**src/rtl/piso_param.sv**
```systemverilog
// Parallel-in/serial-out transmitter with ready/load handshake and a done pulse.
// Optional trailing even-parity bit when PISO_PARAM_PARITY_EN is defined.
module piso_param #(
  parameter int unsigned SIZE      = 16,
  parameter bit          MSB_FIRST = 1'b1
) (
  input  logic            piso_param_cport_clk,
  input  logic            piso_param_cport_rst,
  input  logic            piso_param_cport_en,
  input  logic            piso_param_cport_ld,
  input  logic [SIZE-1:0] piso_param_ipport_pi,
  output logic            piso_param_oport_so,
  output logic            piso_param_oport_rdy,
  output logic            piso_param_oport_busy,
  output logic            piso_param_oport_done
);

  localparam int unsigned   CW   = (SIZE > 1) ? $clog2(SIZE) : 1;
  localparam logic [CW-1:0] LAST = CW'(SIZE - 1);

  typedef enum logic [1:0] {
    S_IDLE  = 2'd0,
    S_SHIFT = 2'd1,
`ifdef PISO_PARAM_PARITY_EN
    S_PAR   = 2'd2,
`endif
    S_DONE  = 2'd3
  } state_t;

  state_t          state_q, state_d;
  logic [SIZE-1:0] shreg_q, shreg_d, shreg_shift;
  logic [CW-1:0]   cnt_q, cnt_d;
`ifdef PISO_PARAM_PARITY_EN
  logic            parity_q, parity_d;
`endif

  always_ff @(posedge piso_param_cport_clk or posedge piso_param_cport_rst) begin
    if (piso_param_cport_rst) begin
      state_q  <= S_IDLE;
      shreg_q  <= '0;
      cnt_q    <= '0;
`ifdef PISO_PARAM_PARITY_EN
      parity_q <= 1'b0;
`endif
    end else begin
      state_q  <= state_d;
      shreg_q  <= shreg_d;
      cnt_q    <= cnt_d;
`ifdef PISO_PARAM_PARITY_EN
      parity_q <= parity_d;
`endif
    end
  end

  always_comb begin
    if (MSB_FIRST) shreg_shift = {shreg_q[SIZE-2:0], 1'b0};
    else           shreg_shift = {1'b0, shreg_q[SIZE-1:1]};
  end

  // The counter holds at SIZE-1 on the final shift instead of wrapping.
  always_comb begin
    state_d  = state_q;
    shreg_d  = shreg_q;
    cnt_d    = cnt_q;
`ifdef PISO_PARAM_PARITY_EN
    parity_d = parity_q;
`endif
    case (state_q)
      S_IDLE: begin
        if (piso_param_cport_ld) begin
          shreg_d  = piso_param_ipport_pi;
          cnt_d    = '0;
          state_d  = S_SHIFT;
`ifdef PISO_PARAM_PARITY_EN
          parity_d = ^piso_param_ipport_pi;
`endif
        end
      end
      S_SHIFT: begin
        if (piso_param_cport_en) begin
          shreg_d = shreg_shift;
          if (cnt_q == LAST) begin
`ifdef PISO_PARAM_PARITY_EN
            state_d = S_PAR;
`else
            state_d = S_DONE;
`endif
          end else begin
            cnt_d = cnt_q + CW'(1);
          end
        end
      end
`ifdef PISO_PARAM_PARITY_EN
      S_PAR: begin
        if (piso_param_cport_en) state_d = S_DONE;
      end
`endif
      S_DONE:  state_d = S_IDLE;
      default: state_d = S_IDLE;
    endcase
  end

  always_comb begin
    piso_param_oport_so   = 1'b0;
    piso_param_oport_rdy  = 1'b0;
    piso_param_oport_busy = 1'b0;
    piso_param_oport_done = 1'b0;
    case (state_q)
      S_IDLE: piso_param_oport_rdy = 1'b1;
      S_SHIFT: begin
        piso_param_oport_busy = 1'b1;
        piso_param_oport_so   = MSB_FIRST ? shreg_q[SIZE-1] : shreg_q[0];
      end
`ifdef PISO_PARAM_PARITY_EN
      S_PAR: begin
        piso_param_oport_busy = 1'b1;
        piso_param_oport_so   = parity_q;
      end
`endif
      S_DONE:  piso_param_oport_done = 1'b1;
      default: ;
    endcase
  end

endmodule

```
**config.mk**
```make
export PLATFORM = sky130hd
export DESIGN_NAME = piso_param
export DESIGN_NICKNAME = d
export VERILOG_FILES = /design/src/rtl/piso_param.sv
export SDC_FILE = /design/constraint.sdc
export NUM_CORES = 1
export LEC_CHECK = 0
export ABC_AREA = 1
export CORE_UTILIZATION = 40
export CTS_BUF_LIST = sky130_fd_sc_hd__clkbuf_8
export DETAILED_ROUTE_END_ITERATION = 12
export HOLD_SLACK_MARGIN = 0.06
export MAX_ROUTING_LAYER = met4
export PLACE_DENSITY = 0.73
export SYNTH_ARGS = -nofsm -noshare
export SYNTH_HDL_FRONTEND = slang
export SYNTH_SLANG_ARGS = --single-unit
export TNS_END_PERCENT = 1
```
**constraint.sdc**
```tcl
create_clock -name piso_param_cport_clk -period 2.5 [get_ports piso_param_cport_clk]
set_input_delay 0.375 -clock piso_param_cport_clk [delete_from_list [all_inputs] [get_ports piso_param_cport_clk]]
set_output_delay 0.375 -clock piso_param_cport_clk [all_outputs]
set_load 0.005 [all_outputs]
```
==> qor.txt, run 1 <==
Outcome - completed
Clock insertion delay at the later pin of the skew report - 260 ps
Vias per cell - 4.82
Synthesized netlist net count - 177
Residual DRC - 0
TritonCTS clock tree - done
Worst setup margin - 557 ps
Critical Path Slowest Stage Cell - clkdlybuf4s50_1
First-pass GRT wire length - 4210 µm
Vias in the first global route - 1,058
CTS root buf - clkbuf_8
Post-synth design cell area - 1150 µm²
Crit path capture type - output pin
Sw Share - 0.312
Flop pwr share - 0.422
Max-Cap Viols - 0
Mean Syn Cell Area - 7.39 µm²
Post-synth top area cell - dfrtp_1
CP arrival - 1570 ps
Internal - 0.000849 W
GRT overflow - 0
Fin crit period - 1940 ps
Num rows - 19
Worst path bufs/invs - 2
Hpwl dp - 1700 µm
Cell Pwr Density - 838 nW/µm²
Antenna violations before repair - 0
Tot GR Track Use - 0.173
Nets - 202
Layout overhead on the synthesized area - 27.7%
Top delay family on crit path - buffers and inverters
Initial Utilization - 0.422
Fmax achieved - 515 MHz
Drt total wl - 2380 µm
Most frequent cell after synthesis - nand2_1
Synth Flop Type - dfrtp_1
Netlist cell types - 19
Cts hold-fix bufs - 0
Largest net degree at the start of global routing - 36
Worst path max stage delay - 550 ps
Synth cell count leaders - 50 x nand2_1, 29 x o21ai_0, 24 x inv_1
Die Wd - 55.7 µm
Async SR Flop Fraction - 1.00
IO buf count - 23
Worst setup SP type - flip-flop
Total CTS buffers - 3
Slew at the pin with the worst max-slew slack - 292 ps
Die Y - 55.7 µm
DRT Pass-1 Iters - 4
Total power - 0.00123 W
Final setup fails - 0
Setup Crit Path Kind - reg -> out
CP max FO - 7
Avg WL per Cell - 11.3 µm
EDFF count, synth - 0
Ports - 24
Yosys warnings - 0
Post-CTS setup buffer count - 0
Unrepaired setup endpoints after global routing - no
Die area - 3100 µm²
Logic pwr share - 0.312
Area of the core - 2730 µm²
Max Clock Skew - 5.29 ps
Net Sw Power - 0.000385 W
Proportion of layout cells with a drive suffix above 1 - 0.0667
CP required - 2120 ps
FF+latch count, synth - 22
Slew Limit Fails - 0
# clock sinks - 22
Antenna Cells - 0
Setup tns final - 0 ps
Crit share post-route - 0.777
Register area share after synthesis - 0.477
Top-area cell type share of the netlist area - 0.477
Routability Congestion - 0.845
Reg clk slew, reported paths - 80 ps
CTS resizes - 0
Initial DRC count - 29
Slew Limit Headroom - 0.806
Worst hold path type - in -> async
Dpl ws - 650 ps
Hold Fails Final Rpt - 0
Post-detailed-route count of antenna-violating nets - 0
Worst vdd ir - 0.487 mV
Max Buffers Root-to-Sink - 2
Lkg Pwr - 0.698 nW
Cell count after synthesis - 156
Crit-path cells - inv_1 -> nor2_2 -> clkdlybuf4s50_1
Synth top area cells - dfrtp_1 48%, nand2_1 16%, o21ai_0 13%
Clk pwr share - 0.266
Via count - 1,016
H-tree Lvls - 1
worst paths after layout:
kind | from | endpoint | slack [ps] | cells past startpoint
setup reg to reg | state_q[0]$_DFFE_PP0P_ | cnt_q[3]$_DFFE_PP0P_ | 780 | 8
max in group asynchronous | piso_param_cport_rst | shreg_q[6]$_DFFE_PP0P_ | 1740 | 3
hold / removal | piso_param_cport_rst | state_q[0]$_DFFE_PP0P_ | 290 | 2
min in group piso_param_cport_clk | cnt_q[3]$_DFFE_PP0P_ | cnt_q[3]$_DFFE_PP0P_ | 480 | 2
setup / recovery | state_q[0]$_DFFE_PP0P_ | piso_param_oport_busy | 560 | 3
hold reg to reg | cnt_q[3]$_DFFE_PP0P_ | cnt_q[3]$_DFFE_PP0P_ | 480 | 2
cells in the final DEF (no fill, tap or decap):
cell / count
nand2_2: 1
nand3b_1: 1
clkbuf_8: 3
bufinv_16: 1
inv_1: 24
ha_1: 1
dfrtp_1: 22
clkdlybuf4s50_1: 23
inv_2: 1
nor2_1: 9
o21ai_0: 29
nand2_1: 50
o21a_1: 1
nor2_4: 1
nand3_1: 4
nand4_1: 1
o21ai_1: 3
buf_4: 3
nor2_2: 2
stage by stage:
stage | util | instance area [µm²] | std cells | hold slack (ps)
after floorplan | - | 1150 | 156 | 364
after global placement | 0.513 | 1400 | 207 | 468
after detailed placement | 0.513 | 1400 | 207 | 467
after CTS | 0.539 | 1470 | 211 | 292
after global routing | 0.539 | 1470 | 211 | 312
final | 0.539 | 1470 | 211 | 289
worst reg2reg max path, delay by kind of cell, from the launching register on:
family	cells	cell delay (ps)
buf+inv	2	580
flops	1	460
simple gates	6	580
per-layer routing:
| layer | track usage | wire length, µm |
|---|---|---|
| met5 | - | 0 |
| met1 | 0.198 | 1100 |
| met4 | 0.0571 | 0 |
| met3 | 0.0326 | 117 |
| met2 | 0.303 | 1150 |
power by group through the flow:
stage | sequential, W | clock (W) | combinational (W)
finish | 0.000521 | 0.000328 | 0.000385
global route | 0.000534 | 0.000346 | 0.000446
CTS | 0.000521 | 0.000334 | 0.000387
detailed placement | 0.000525 | 0 | 0.000386
global placement | 0.000520 | 0 | 0.000365
floorplan | 0.000510 | 0 | 0.000286
cell type report:
| class | count | area [µm²] |
|---|---|---|
| fill | 281 | 1260 |
| sequential | 22 | 551 |
| multi-input combinational | 103 | 465 |
| timing repair buffer | 26 | 253 |
| inverter | 25 | 93.8 |
| clock buffer | 3 | 41.3 |
| tap | 31 | 38.8 |
| clock inverter | 1 | 30.0 |
cells by family after synthesis:
group                      after synthesis  share of synthesized area
buffers and inverters                   31                      0.119
adders and majority gates                1                     0.0108
and+or+nand+nor                         69                      0.247
DFF                                     22                      0.477
AOI/OAI and AO/OA                       33                      0.145
sequential cells by signal (all words and copies together) (netlist names):
register / count
shreg_q: 16
state_q: 2
cnt_q: 4
No activity file was read; power rests on OpenSTA's default activity.
==> run 2: changes to the inputs <==
==> constraint.sdc (replaced) <==
create_clock -name piso_param_cport_clk -period 1.8 [get_ports piso_param_cport_clk]
set_input_delay 0.27 -clock piso_param_cport_clk [delete_from_list [all_inputs] [get_ports piso_param_cport_clk]]
set_output_delay 0.27 -clock piso_param_cport_clk [all_outputs]
set_load 0.005 [all_outputs]
==> run 2 against run 1 <==
Against the previous run:
- sequential power grew 39%
- flip-flop and latch count is the same
- combinational power grew 41%
- setup slack lost 490 ps
- sequential share of layout area shrank 0.052 points
- hold slack gained 48 ps
- routed wire length shrank 5.0%
- non-clock buffer count grew 2
- critical path depth is the same
- register-to-register slack lost 400 ps
- cell count grew 0.95%
- via count shrank 4.2%
==> qor.txt, run 2 (synthesis gave the netlist of run 1 again) <==
Outcome - completed (unchanged)
Most common cell after layout, fill and taps aside - nand2_1 (unchanged)
H-tree Lvls - 1 (unchanged)
IO buf count - 23 (unchanged)
Most frequent cells in the layout - 50 x nand2_1, 29 x o21ai_0, 24 x inv_1 (unchanged)
Vias per cell - 4.57 (was 4.82)
Crit-path cells - inv_1 -> nor2_4 -> clkdlybuf4s50_1 (was inv_1 -> nor2_2 -> clkdlybuf4s50_1)
GRT overflow - 0 (unchanged)
Routability Congestion - 0.760 (was 0.845)
Levels on crit path - 3 (unchanged)
Largest net degree at the start of global routing - 24 (was 36)
Final Cell Area - 1480 µm² (was 1470 µm²)
Slew Limit Headroom - 0.815 (was 0.806)
Final core occ - 0.542 (was 0.539)
Max-Cap Viols - 0 (unchanged)
Residual DRC - 0 (unchanged)
Slew at the pin with the worst max-slew slack - 277 ps (was 292 ps)
Worst hold path type - in -> async (unchanged)
Final setup fails - 0 (unchanged)
Die Y - 55.7 µm (unchanged)
Clock insertion delay at the later pin of the skew report - 260 ps (about the same)
Nets - 204 (was 202)
Unrepaired setup endpoints after global routing - yes (was no)
Slew Limit Fails - 0 (unchanged)
Largest Register - shreg_q (unchanged)
Cell Pwr Density - 1090 nW/µm² (was 838 nW/µm²)
Worst r2r path cells - 7 (was 8)
Worst path max stage delay - 530 ps (was 550 ps)
Antenna violations before repair - 0 (unchanged)
Total power - 0.00161 W (was 0.00123 W)
DRT Pass-1 Iters - 4 (unchanged)
Reg-to-Reg End - shreg_q[10]$_DFFE_PP0P_ (was cnt_q[3]$_DFFE_PP0P_)
Crit share post-route - 0.960
# clock sinks - 22 (unchanged)
Ports - 24 (unchanged)
Die area - 3100 µm² (unchanged)
Hold Fails Final Rpt - 0 (unchanged)
Lkg Pwr - 0.701 nW (was 0.698 nW)
Fmax achieved - 578 MHz
Area taken by multi-input logic gates - 473 µm² (was 465 µm²)
Avg WL per Cell - 10.6 µm (was 11.3 µm)
Filler instances - 270 (was 281)
Critical Path Slowest Stage Cell - clkdlybuf4s50_1 (unchanged)
Worst vdd ir - 0.656 mV (was 0.487 mV)
Critical Path Start - state_q[0]$_DFFE_PP0P_ (unchanged)
Tot GR Track Use - 0.163 (was 0.173)
CP arrival - 1460 ps (was 1570 ps)
Proportion of layout cells with a drive suffix above 1 - 0.0934 (was 0.0667)
FF+latch area - 553 µm² (was 551 µm²)
Placed instance area - 1420 µm² (was 1400 µm²)
Via count - 973 (was 1,016)
CTS root buf - clkbuf_8 (unchanged)
Total CTS buffers - 3 (unchanged)
Origin of the critical flop-to-flop path - state_q[1]$_DFFE_PP0P_ (was state_q[0]$_DFFE_PP0P_)
Drt total wl - 2260 µm (was 2380 µm)
Worst path bufs/invs - 2 (unchanged)
Flop2flop setup slack - 380 ps (was 780 ps)
Antenna Cells - 0 (unchanged)
Crit path capture type - output pin (unchanged)
Setup tns final - 0 ps (unchanged)
Largest register FFs - 16 (unchanged)
Area of the core - 2730 µm² (unchanged)
CP endpoint - piso_param_oport_busy (unchanged)
Post-detailed-route count of antenna-violating nets - 0 (unchanged)
Die Wd - 55.7 µm (unchanged)
Hold slack - 337 ps (was 289 ps)
Hpwl dp - 1660 µm (was 1700 µm)
Worst setup SP type - flip-flop (unchanged)
Initial DRC count - 30 (was 29)
Setup Crit Path Kind - reg -> out (unchanged)
Post-CTS setup buffer count - 0 (unchanged)
Fin crit period - 1730 ps
Max Buffers Root-to-Sink - 2 (unchanged)
Vias in the first global route - 966 (was 1,058)
CP max FO - 7 (unchanged)
Biggest regs - shreg_q: 16 flops, cnt_q: 4 flops, state_q: 2 flops (unchanged)
First-pass GRT wire length - 3940 µm (was 4210 µm)
TritonCTS clock tree - done (unchanged)
Max Clock Skew - 5.75 ps (was 5.29 ps)
Initial Utilization - 0.422 (unchanged)
CP required - 1530 ps (was 2120 ps)
Top delay family on crit path - buffers and inverters (unchanged)
Num rows - 19 (unchanged)
Reg clk slew, reported paths - 80 ps (about the same)
Layout overhead on the synthesized area - 28.4% (was 27.7%)
-- run 2: layout make-up --
cell class,count,area share
tap,31,0.0262
timing repair buffer,28,0.181
clock buffer,4,0.0372
multi-input combinational,103,0.319
sequential,22,0.373
inverter,25,0.0633
-- run 2: layer usage --
metal | global-route usage | vias to the layer above | part of all wire
li1 | - | 532 | -
met1 | 0.189 | 421 | 0.47
met2 | 0.286 | 20 | 0.48
met3 | 0.0302 | 0 | 0.043
met4 | 0.0536 | 0 | 0
met5 | - | - | 0
-- run 2: how the worst min path moves through the flow --
| stage | startpoint | endpoint | slack [ps] |
|---|---|---|---|
| global placement | cnt_q[3]$_DFFE_PP0P_ | cnt_q[3]$_DFFE_PP0P_ | 460 |
| floorplan | piso_param_cport_rst | cnt_q[0]$_DFFE_PP0P_ | 260 |
| detailed placement | cnt_q[3]$_DFFE_PP0P_ | cnt_q[3]$_DFFE_PP0P_ | 470 |
| CTS | piso_param_cport_rst | state_q[1]$_DFFE_PP0P_ | 350 |
| global route | piso_param_cport_rst | state_q[0]$_DFFE_PP0P_ | 370 |
| finish | piso_param_cport_rst | state_q[0]$_DFFE_PP0P_ | 340 |
-- run 2: through the flow --
| step | setup WS [ps] | std cells |
|---|---|---|
| after CTS | 23.2 | 213 |
| after global routing | -5.57 | 213 |
| after floorplan | 648 | 156 |
| after global placement | 275 | 209 |
| final | 71.3 | 213 |
| after detailed placement | 247 | 209 |
-- run 2: power by group --
group	switching [W]	internal (W)
Sequential	0.0000732	0.000649
Combinational	0.000301	0.000243
Clock	0.000149	0.000195
-- run 2: worst register-to-register path: cells and delay by family (launching register included) --
family	cells	cell delay, ps
AOI/OAI and AO/OA	1	210
DFF	1	440
buffers and inverters	3	430
and+or+nand+nor	3	250
-- run 2: repair_timing --
action                     CTS  global route
setup endpoints to repair    1             2
hold buffers                 0             0
gates resized for setup      2             2
